<file path="config.mk">
export PLATFORM = sky130hd
export DESIGN_NAME = fifo_burst_reader_flat
export DESIGN_NICKNAME = d
export VERILOG_FILES = /design/src/rtl/fifo_burst_reader_pkg.sv /design/src/rtl/fifo_burst_reader_if.sv /design/src/rtl/fifo_skid_buffer.sv /design/src/rtl/fifo_burst_reader.sv /design/src/flat_wrapper.sv
export SDC_FILE = /design/constraint.sdc
export NUM_CORES = 1
export LEC_CHECK = 0
export CAP_MARGIN = 0
export CORE_MARGIN = 5
export CORE_UTILIZATION = 34
export CTS_CLUSTER_DIAMETER = 200
export DETAILED_ROUTE_END_ITERATION = 8
export MAX_ROUTING_LAYER = met4
export PLACE_DENSITY_LB_ADDON = 0.25
export RECOVER_POWER = 100
export SYNTH_ARGS = -nofsm -noshare
export SYNTH_HDL_FRONTEND = slang
export SYNTH_SLANG_ARGS = --single-unit
</file>
<file path="constraint.sdc">
create_clock -name recv_clk -period 4.2 [get_ports recv_clk]
set_input_delay 0.84 -clock recv_clk [delete_from_list [all_inputs] [get_ports recv_clk]]
set_output_delay 0.84 -clock recv_clk [all_outputs]
set_load 0.02 [all_outputs]
</file>
<file path="src/rtl/fifo_burst_reader_pkg.sv">
// fifo_pkg: shared types and default widths for the FIFO burst reader
// and its skid buffer.
//   state_t          - controller states
//   DATA_BUS_LENGTH  - default FIFO/output data width
//   LEN_WIDTH        - default burst-length command width
package fifo_pkg;

  typedef enum logic [1:0] {
    IDLE  = 2'd0,
    BURST = 2'd1,
    FLUSH = 2'd2,
    DONE  = 2'd3
  } state_t;

  localparam int DATA_BUS_LENGTH = 8;
  localparam int LEN_WIDTH       = 4;

endpackage

</file>
<file path="src/rtl/fifo_burst_reader_if.sv">
// fifo_burst_reader_if: command, FIFO-read and output-stream signals of the
// burst reader.
//   master - the reader: drives cmd_ready, read_enable, out_*, burst_done, busy
//   slave  - the environment: host command source, FIFO read port, consumer
interface fifo_burst_reader_if
  import fifo_pkg::*;
#(
  parameter int data_bus_length = DATA_BUS_LENGTH,
  parameter int len_width       = LEN_WIDTH
) ();

  logic                       cmd_valid;
  logic                       cmd_ready;
  logic [len_width-1:0]       cmd_len;
  logic                       fifo_empty;
  logic [data_bus_length-1:0] recv_data;
  logic                       read_enable;
  logic                       out_valid;
  logic                       out_ready;
  logic [data_bus_length-1:0] out_data;
  logic                       out_last;
  logic                       burst_done;
  logic                       busy;

  modport master (
    input  cmd_valid, cmd_len, fifo_empty, recv_data, out_ready,
    output cmd_ready, read_enable, out_valid, out_data, out_last,
           burst_done, busy
  );

  modport slave (
    output cmd_valid, cmd_len, fifo_empty, recv_data, out_ready,
    input  cmd_ready, read_enable, out_valid, out_data, out_last,
           burst_done, busy
  );

endinterface

</file>
<file path="src/rtl/fifo_skid_buffer.sv">
// fifo_skid_buffer: 2-entry valid/ready buffer. The head entry drives the
// output straight from registers; the tail entry absorbs one extra word.
//   clk, rst              - clock, synchronous active-high reset
//   in_valid/in_ready     - write handshake (in_ready low only when full)
//   in_data               - entry to store
//   out_valid/out_ready   - read handshake, out_data is the head entry
module fifo_skid_buffer #(
  parameter int width = 9
) (
  input  logic             clk,
  input  logic             rst,
  input  logic             in_valid,
  output logic             in_ready,
  input  logic [width-1:0] in_data,
  output logic             out_valid,
  input  logic             out_ready,
  output logic [width-1:0] out_data
);

  logic [width-1:0] head_q, tail_q;
  logic             head_vld, tail_vld;
  logic             enq, deq;

  assign in_ready  = !tail_vld;
  assign enq       = in_valid && in_ready;
  assign deq       = head_vld && out_ready;
  assign out_valid = head_vld;
  assign out_data  = head_q;

  always_ff @(posedge clk) begin
    if (rst) begin
      head_q   <= '0;
      tail_q   <= '0;
      head_vld <= 1'b0;
      tail_vld <= 1'b0;
    end else if (deq) begin
      if (tail_vld) begin
        head_q   <= tail_q;
        head_vld <= 1'b1;
        tail_vld <= enq;
        if (enq) tail_q <= in_data;
      end else if (enq) begin
        head_q   <= in_data;
        head_vld <= 1'b1;
      end else begin
        // Drained: clear the head so a stale last flag never lingers.
        head_q   <= '0;
        head_vld <= 1'b0;
      end
    end else if (enq) begin
      if (!head_vld) begin
        head_q   <= in_data;
        head_vld <= 1'b1;
      end else begin
        tail_q   <= in_data;
        tail_vld <= 1'b1;
      end
    end
  end

endmodule

</file>
<file path="src/rtl/fifo_burst_reader.sv">
// fifo_burst_reader: read-side controller of the dual-clock FIFO, entirely in
// the receive domain. Accepts a burst command, pops cmd_len words from the
// FIFO and presents them as a valid/ready stream with out_last on the final
// word, then pulses burst_done.
//   recv_clk, recv_rst - clock, synchronous active-high reset
//   bus (master)       - cmd_valid/cmd_ready/cmd_len command channel,
//                        fifo_empty/recv_data/read_enable FIFO read port,
//                        out_valid/out_ready/out_data/out_last stream,
//                        burst_done pulse, busy status
module fifo_burst_reader
  import fifo_pkg::*;
#(
  parameter int data_bus_length = DATA_BUS_LENGTH,
  parameter int len_width       = LEN_WIDTH
) (
  input  logic                recv_clk,
  input  logic                recv_rst,
  fifo_burst_reader_if.master bus
);

  state_t                     state;
  logic [len_width-1:0]       remaining;
  logic                       burst_done_q;
  logic                       skid_in_ready;
  logic                       pop, pop_last, accept, last_hs;
  logic [data_bus_length:0]   head;

  assign accept   = bus.cmd_valid && bus.cmd_ready;
  assign last_hs  = bus.out_valid && bus.out_ready && bus.out_last;
  assign pop_last = (remaining == len_width'(1));

  // skid_in_ready is the "fewer than two buffered words" condition.
  assign pop = !recv_rst && (state == BURST) && !bus.fifo_empty &&
               (remaining != '0) && skid_in_ready;

  assign bus.read_enable = pop;
  assign bus.cmd_ready   = (state == IDLE);
  assign bus.busy        = (state != IDLE);
  assign bus.burst_done  = burst_done_q;
  assign bus.out_last    = head[data_bus_length];
  assign bus.out_data    = head[data_bus_length-1:0];

  fifo_skid_buffer #(.width(data_bus_length + 1)) u_skid (
    .clk       (recv_clk),
    .rst       (recv_rst),
    .in_valid  (pop),
    .in_ready  (skid_in_ready),
    .in_data   ({pop_last, bus.recv_data}),
    .out_valid (bus.out_valid),
    .out_ready (bus.out_ready),
    .out_data  (head)
  );

  always_ff @(posedge recv_clk) begin
    if (recv_rst) begin
      state        <= IDLE;
      remaining    <= '0;
      burst_done_q <= 1'b0;
    end else begin
      burst_done_q <= 1'b0;
      case (state)
        IDLE: begin
          if (accept) begin
            // A zero-length burst completes without leaving IDLE.
            if (bus.cmd_len == '0) begin
              burst_done_q <= 1'b1;
            end else begin
              remaining <= bus.cmd_len;
              state     <= BURST;
            end
          end
        end
        BURST: begin
          if (pop) begin
            remaining <= remaining - 1'b1;
            if (pop_last) begin
              if (last_hs) begin
                state        <= DONE;
                burst_done_q <= 1'b1;
              end else begin
                state <= FLUSH;
              end
            end
          end
        end
        FLUSH: begin
          if (last_hs) begin
            state        <= DONE;
            burst_done_q <= 1'b1;
          end
        end
        DONE:    state <= IDLE;
        default: state <= IDLE;
      endcase
    end
  end

endmodule

</file>
<file path="src/flat_wrapper.sv">
// flat-port wrapper written by rule: the top's interface ports become plain ports
module fifo_burst_reader_flat import fifo_pkg::*;
#(
  parameter int data_bus_length = DATA_BUS_LENGTH,
  parameter int len_width       = LEN_WIDTH
)
  (recv_clk, recv_rst, bus_cmd_valid, bus_cmd_len, bus_fifo_empty, bus_recv_data, bus_out_ready, bus_cmd_ready, bus_read_enable, bus_out_valid, bus_out_data, bus_out_last, bus_burst_done, bus_busy);
  fifo_burst_reader_if #(.data_bus_length(data_bus_length), .len_width(len_width)) bus_i ();
  input  logic recv_clk;
  input  logic recv_rst;
  input wire logic [$bits(bus_i.cmd_valid)-1:0] bus_cmd_valid;
  input wire logic [$bits(bus_i.cmd_len)-1:0] bus_cmd_len;
  input wire logic [$bits(bus_i.fifo_empty)-1:0] bus_fifo_empty;
  input wire logic [$bits(bus_i.recv_data)-1:0] bus_recv_data;
  input wire logic [$bits(bus_i.out_ready)-1:0] bus_out_ready;
  output wire logic [$bits(bus_i.cmd_ready)-1:0] bus_cmd_ready;
  output wire logic [$bits(bus_i.read_enable)-1:0] bus_read_enable;
  output wire logic [$bits(bus_i.out_valid)-1:0] bus_out_valid;
  output wire logic [$bits(bus_i.out_data)-1:0] bus_out_data;
  output wire logic [$bits(bus_i.out_last)-1:0] bus_out_last;
  output wire logic [$bits(bus_i.burst_done)-1:0] bus_burst_done;
  output wire logic [$bits(bus_i.busy)-1:0] bus_busy;
  assign bus_i.cmd_valid = bus_cmd_valid;
  assign bus_i.cmd_len = bus_cmd_len;
  assign bus_i.fifo_empty = bus_fifo_empty;
  assign bus_i.recv_data = bus_recv_data;
  assign bus_i.out_ready = bus_out_ready;
  assign bus_cmd_ready = bus_i.cmd_ready;
  assign bus_read_enable = bus_i.read_enable;
  assign bus_out_valid = bus_i.out_valid;
  assign bus_out_data = bus_i.out_data;
  assign bus_out_last = bus_i.out_last;
  assign bus_burst_done = bus_i.burst_done;
  assign bus_busy = bus_i.busy;
  fifo_burst_reader #(.data_bus_length(data_bus_length), .len_width(len_width)) u_core (.recv_clk(recv_clk), .recv_rst(recv_rst), .bus(bus_i));
endmodule
</file>
==> results of run 1 <==
[synthesized netlist by cell type (all sizes together) (2+ instances only)]
library cell / n / area share
nor4: 2 / 0.0091
nor2: 20 / 0.054
inv: 8 / 0.022
o31ai: 4 / 0.025
a21oi: 5 / 0.018
o31a: 2 / 0.013
nand2: 2 / 0.0055
a21o: 2 / 0.011
mux2i: 11 / 0.080
o311ai: 2 / 0.013
clkbuf: 5 / 0.014
nand3: 2 / 0.0073
and3: 2 / 0.0091
nor3b: 2 / 0.011
nor2b: 3 / 0.014
a221oi: 9 / 0.057
ha: 7 / 0.064
a211oi: 2 / 0.011
o21ai: 12 / 0.044
buf: 4 / 0.015
dfxtp: 27 / 0.39
nor4b: 3 / 0.024
[cell families after synthesis]
logic type | after synthesis
AOI/OAI and AO/OA | 47
DFF | 27
adders and majority gates | 7
muxes | 11
buffers and inverters | 17
and+or+nand+nor | 41
[power by group]
group / internal, mW / switching (mW) / total (mW)
clock network: 0.0697 / 0.0882 / 0.158
registers: 0.297 / 0.0387 / 0.335
logic: 0.193 / 0.235 / 0.428
total: 0.560 / 0.362 / 0.922
[routing by layer]
layer,vias up,global-route usage,part of all wire
met2,29,0.2185,0.48
met5,-,-,0
met1,588,0.1578,0.46
li1,611,-,-
met4,0,0.04628,0.018
met3,6,0.03557,0.047
[placed cells by master (no fill, tap or decap), types with 2 or more instances in the layout]
cell / Yosys / final
nor3b_1: 2 / 2
mux2i_1: 11 / 11
dlygate4sd3_1: 0 / 15
nor2b_1: 3 / 3
o21ai_0: 12 / 12
o311ai_0: 0 / 2
dfxtp_1: 27 / 27
a221oi_1: 9 / 9
o31a_1: 2 / 2
clkdlybuf4s50_1: 0 / 15
a211oi_1: 2 / 2
clkbuf_8: 0 / 3
a21oi_1: 5 / 5
nand3_1: 2 / 2
nor4_1: 2 / 2
o31ai_1: 3 / 3
clkbuf_1: 5 / 2
a21o_1: 2 / 2
nor4b_1: 2 / 3
ha_1: 7 / 7
nand2_1: 2 / 2
and3_1: 2 / 2
nor2_1: 20 / 20
inv_1: 8 / 8
[per-stage QoR]
step	total power [mW]	instance area (um2)	std cells	hold WS, ns	worst slack (ns)
floorplan	0.6385	1378	150	0.4604	1.507
CTS	0.9542	1774	228	0.5126	0.5489
global route	0.9859	1758	228	0.5430	0.3118
detailed placement	0.7917	1724	224	0.4868	0.5625
finish	0.9216	1758	228	0.5091	0.3849
global placement	0.7792	1724	224	0.4738	0.5886
[worst max-delay path: cells and delay by family]
kind	cells	cell delay (ns)
buffers and inverters	2	1.25
AND/OR/NAND/NOR	2	0.87
[state kept, by name, summed over array words and instances, names as in the netlist]
| name | flops |
|---|---|
| u_core.bus.burst_done | 1 |
| u_core.remaining | 4 |
| u_core.state | 2 |
| u_core.u_skid.out_data | 9 |
| u_core.u_skid.out_valid | 1 |
| u_core.u_skid.tail_q | 9 |
| u_core.u_skid.tail_vld | 1 |
[area by class of cell]
cell class	count	area (um2)	area share
clock inverters	1	8.758	0.004982
inverters	8	30.03	0.01708
multi-input cells	106	759.5	0.4320
clock buffers	3	41.29	0.02349
flip-flops and latches	27	540.5	0.3075
repair buffers	33	315.3	0.1794
well taps	50	62.56	0.03559
[path summary, 6_finish.rpt]
path	startpoint	to	cells past startpoint	slack [ns]
hold / removal	u_core.u_skid.tail_q[7]	u_core.u_skid.tail_q[7]	2	0.51
setup / recovery	recv_rst	bus_read_enable	4	0.38
hold reg to reg	u_core.u_skid.tail_q[7]	u_core.u_skid.tail_q[7]	2	0.51
setup reg to reg	u_core.state[1]	u_core.u_skid.tail_q[2]	7	1.31
==> results by group, run 1 <==
Synthesis
  – Number of flops mapped to enable cells by yosys: 0
  – Post-Synth Adder-Cell Area: 0.06358
  – Compound-Gate Fraction of Synth Area: 0.2543
  – Asr flop ratio synth: 0
  – Yosys warning count: 0
  – Syn Area/Cell: 9.184 um2
  – Synthesized flop and latch total: 27
  – Seq/Total Area, Yosys: 0.3924
  – Post-Synth Simple-Gate Area: 0.1599
  – Largest family of logic cells by synthesized area: compound AO/OA/AOI/OAI gates
  – Mux contribution to synthesized area: 0.07993
  – Xor/xnor cell area share of the yosys netlist: 0
  – Mapped Nets: 174
  – Cells after synthesis: 150
  – Post-synth top flop: dfxtp_1
  – Netlist cell types: 40
  – Netlist Area Pre-Place: 1378 um2

Clock tree
  – CTS tree: built
  – Clock transition at the registers of the reported paths: approximately 0.10 ns
  – Clock sinks: 27
  – CTS Root Cell: clkbuf_8
  – Max H-tree Level: 1
  – CTS buffer count: 3
  – Clock Path Buffers: 2
  – PostCTS Resize Cnt: 0
  – Cts-stage hold buffer count: 0
  – Setup Buffers After CTS: 0
  – Worst skew pair latency: between 0.2 and 0.3 ns

Layout
  – Nets: between 200 and 250
  – Final Core Density: 0.4427
  – Share of cells above drive strength 1: 0.05056
  – Area grow syn2layout: 27.61%
  – # diodes: 0
  – # fillers: 392

STA
  – Worst slew pin tran: 0.8667 ns
  – Max frequency: 262.1 MHz
  – Final period utilization: 0.9084
  – Slew Limit Headroom: 0.4222
  – Final setup TNS: 0 ns
  – Final Hold Viols: 0
  – Final Skew: 0.003776 ns
  – Max Slew Vio Count: 0
  – RSZ-0062 raised after global routing: false
  – Final setup vio count: 0
  – Final min period: about 3.8 ns

Critical path
  – Cell-by-cell trace of the critical path: dlygate4sd3_1, or4b_1, nor2_1, dlygate4sd3_1
  – Worst Path Arrival: 2.98 ns
  – Worst EP required: 3.36 ns
  – CP startpoint kind: input pin
  – CP dominant cell by count: dlygate4sd3_1
  – Worst path max stage delay: 0.70 ns
  – Slowest library cell on the worst path: dlygate4sd3_1
  – Crit path max fanout: 6
  – Worst Setup End Kind: output port
  – Crit Path Category: in2out

GRT
  – Initial antenna violation count: 0
  – Largest net degree at the start of global routing: 20
  – Global route overflow: 0
  – First-pass GRT wire length: 5616 um
  – Total track usage: 0.1336
  – Vias in the first global route: 1221

Detailed routing
  – Drt drc: 0
  – Antenna-violating nets left: 0
  – Length of the first detailed-routing pass in iterations: 4
  – WL/cell: 14.94 um
  – Final WL: approximately 3400 um
  – DRT iter0 DRCs: 143
  – DR vias/cell: 5.412
  – DR vias: 1234

Run status
  – Status: complete, no violations

Floorplan
  – Num ports: 31
  – Die area: around 5400 um2
  – Die X: 73.65 um
  – Starting Density: 0.3469
  – Core Box Area: 3971 um2
  – DIE HEIGHT: 73.65 um
  – Number of core rows: 23

Pwr
  – Peak supply drop: approximately 0.25 mV
  – P_leak: 0.6721 nW
  – Pwr dens: 524.3 nW/um2

Job
  – Max cap viols: 0

Placement
  – Hpwl dp: 2461 um
  – RD Place Congestion: 0.7615
  – Number of port buffers: 30

Min path
  – Min-Delay Path Class: reg2reg
No activity file was read; power rests on OpenSTA's default activity.
==> run 2, diff against run 1 <==
SKIP_CTS_REPAIR_TIMING = 1   (was default)
==> results of run 2 <==
Final layout, timing and power as in run 1 (identical DEF).
==> run 3, diff against run 2 <==
CORE_UTILIZATION = 53   (was 34)
SKIP_LAST_GASP = 1   (was default)
==> run 3 against run 2 <==
Compared with the run above: total power shrank 5.7%; routed wire length shrank 2.7%; first-iteration DRC count shrank 59%; cell count shrank 8.8%; clock skew shrank 0.0020 ns; global-route usage grew 6.7 points; setup slack gained 0.040 ns; non-clock buffer count is the same; critical path depth is the same; sequential share of layout area grew 1.1 points; critical path type unchanged; largest cell class unchanged; highest routed layer unchanged.
==> results by group, run 3 (synthesis results as in run 1) <==
Floorplan
  – Core Box Area: 2477 um2
  – Starting Density: 0.5561
  – Number of core rows: 18
  – Die area: 3719 um2
  – DIE HEIGHT: 60.98 um
  – Die X: 60.98 um
  – Num ports: 31

Critical path
  – Crit Path Category: in2out
  – Worst Setup End Kind: output port
  – Worst Path Arrival: slightly below 3 ns
  – CP startpoint kind: input pin
  – Crit path max fanout: 6
  – Worst EP required: 3.36 ns

STA
  – Final setup TNS: 0 ns
  – RSZ-0062 raised after global routing: false
  – Final min period: 3.775 ns
  – Final setup vio count: 0
  – Max Slew Vio Count: 0
  – Final Hold Viols: 0
  – Slew Limit Headroom: 0.2784
  – Worst slew pin tran: 1.073 ns
  – Max frequency: 264.9 MHz
  – Final period utilization: 0.8989
  – Final Skew: between 0.0015 and 0.002 ns

GRT
  – Global route overflow: 0
  – Total track usage: 0.2005
  – First-pass GRT wire length: 5368 um
  – Vias in the first global route: 1247
  – Initial antenna violation count: 0
  – Largest net degree at the start of global routing: 20

Layout
  – Most common cell after layout, fill and taps aside: dfxtp_1
  – # fillers: 232
  – Post-Layout Cell Count: 208
  – # diodes: 0
  – Area of the multi-input gates: 745.7 um2
  – Nets: approximately 200
  – Share of cells above drive strength 1: 0.03933
  – FF/Latch Area: ~540 um2
  – Commonest cells after routing, fill and taps aside: dfxtp_1, nor2_1, clkdlybuf4s50_1, dlygate4sd3_1, o21ai_0
  – Area grow syn2layout: 23.34%

Pwr
  – Cell-internal power: 0.5161 mW
  – Pwr dens: 511.6 nW/um2
  – Comb power frac: 0.477
  – Switching Power: 0.3532 mW
  – Seq pwr share: 0.387
  – Clock share of power: 0.135
  – P_leak: 0.6556 nW
  – Peak supply drop: about 0.52 mV
  – Sw Share: 0.4063

Clock tree
  – Worst skew pair latency: 0.34 ns
  – Clock Path Buffers: 2
  – Max H-tree Level: 1
  – CTS Root Cell: clkbuf_4
  – Clock sinks: 27
  – CTS buffer count: 3
  – CTS tree: built
  – Clock transition at the registers of the reported paths: 0.15 ns

Placement
  – RD Place Congestion: 0.8111
  – Placed insts: 204
  – Hpwl dp: 2412 um
  – Number of port buffers: 30

Detailed routing
  – Drt drc: 0
  – Antenna-violating nets left: 0
  – DR vias/cell: around 6.2
  – WL/cell: about 16 um
  – Final WL: 3313 um
  – DRT iter0 DRCs: 58
  – DR vias: 1284
  – Length of the first detailed-routing pass in iterations: 5

Run status
  – Status: complete, no violations

Min path
  – Min-Delay Path Class: reg2reg

Job
  – Max cap viols: 0
==> run 3: changes by cell type in the layout (fill, tap and decap cells not counted) <==
cell / change
inv_6: -1
clkinvlp_4: +1
o22a_4: -1
o22a_1: +1
o31ai_2: -1
clkbuf_4: +3
o31ai_1: +1
clkbuf_8: -3
==> run 3: through the flow <==
step	area (um2)	hold WS (ns)	power (mW)	setup WS (ns)	util
after global placement	1699	0.4727	0.7708	0.6043	0.6859
after CTS	1729	0.5171	0.9077	0.5494	0.6980
after floorplan	1378	0.4604	0.6385	1.507	-
final	1699	0.5190	0.8693	0.4247	0.6859
after global routing	1699	0.5501	0.9307	0.3343	0.6859
after detailed placement	1699	0.4845	0.7913	0.5638	0.6859
==> run 3: critical path: stages <==
cell and delay, ns:
dlygate4sd3_1 0.55, or4b_1 0.61, nor2_1 0.23, dlygate4sd3_1 0.71
==> run 3: area by class of cell <==
| type | count | share of cell area |
|---|---|---|
| Clock buffer | 3 | 0.01325 |
| Inverter | 8 | 0.01767 |
| Sequential cell | 27 | 0.3181 |
| Multi-Input combinational cell | 106 | 0.4389 |
| Tap cell | 30 | 0.02209 |
| Timing Repair Buffer | 33 | 0.1856 |
| Clock inverter | 1 | 0.004418 |
==> run 3: final timing paths <==
kind                                               from                      end  slack, ns  depth (start not counted)
worst max-delay path                           recv_rst          bus_read_enable       0.42                          4
worst min-delay path            u_core.u_skid.tail_q[3]  u_core.u_skid.tail_q[3]       0.52                          2
worst max register to register          u_core.state[1]  u_core.u_skid.tail_q[8]       1.33                          7
worst min register to register  u_core.u_skid.tail_q[3]  u_core.u_skid.tail_q[3]       0.52                          2
==> run 3: metal layers <==
| layer | global-route usage | wire length, um |
|---|---|---|
| met5 | - | 0 |
| met4 | 0.09598 | 82 |
| met3 | 0.05106 | 162 |
| met2 | 0.3221 | 1563 |
| met1 | 0.2320 | 1505 |
==> run 3: power groups by stage <==
stage                     Combinational (mW)  Sequential (mW)  Clock [mW]
after floorplan                        0.289            0.349           0
after global placement                 0.433            0.338           0
after detailed placement               0.449            0.342           0
after CTS                              0.453            0.336       0.119
after global routing                   0.456            0.343       0.132
final                                  0.415            0.336       0.118
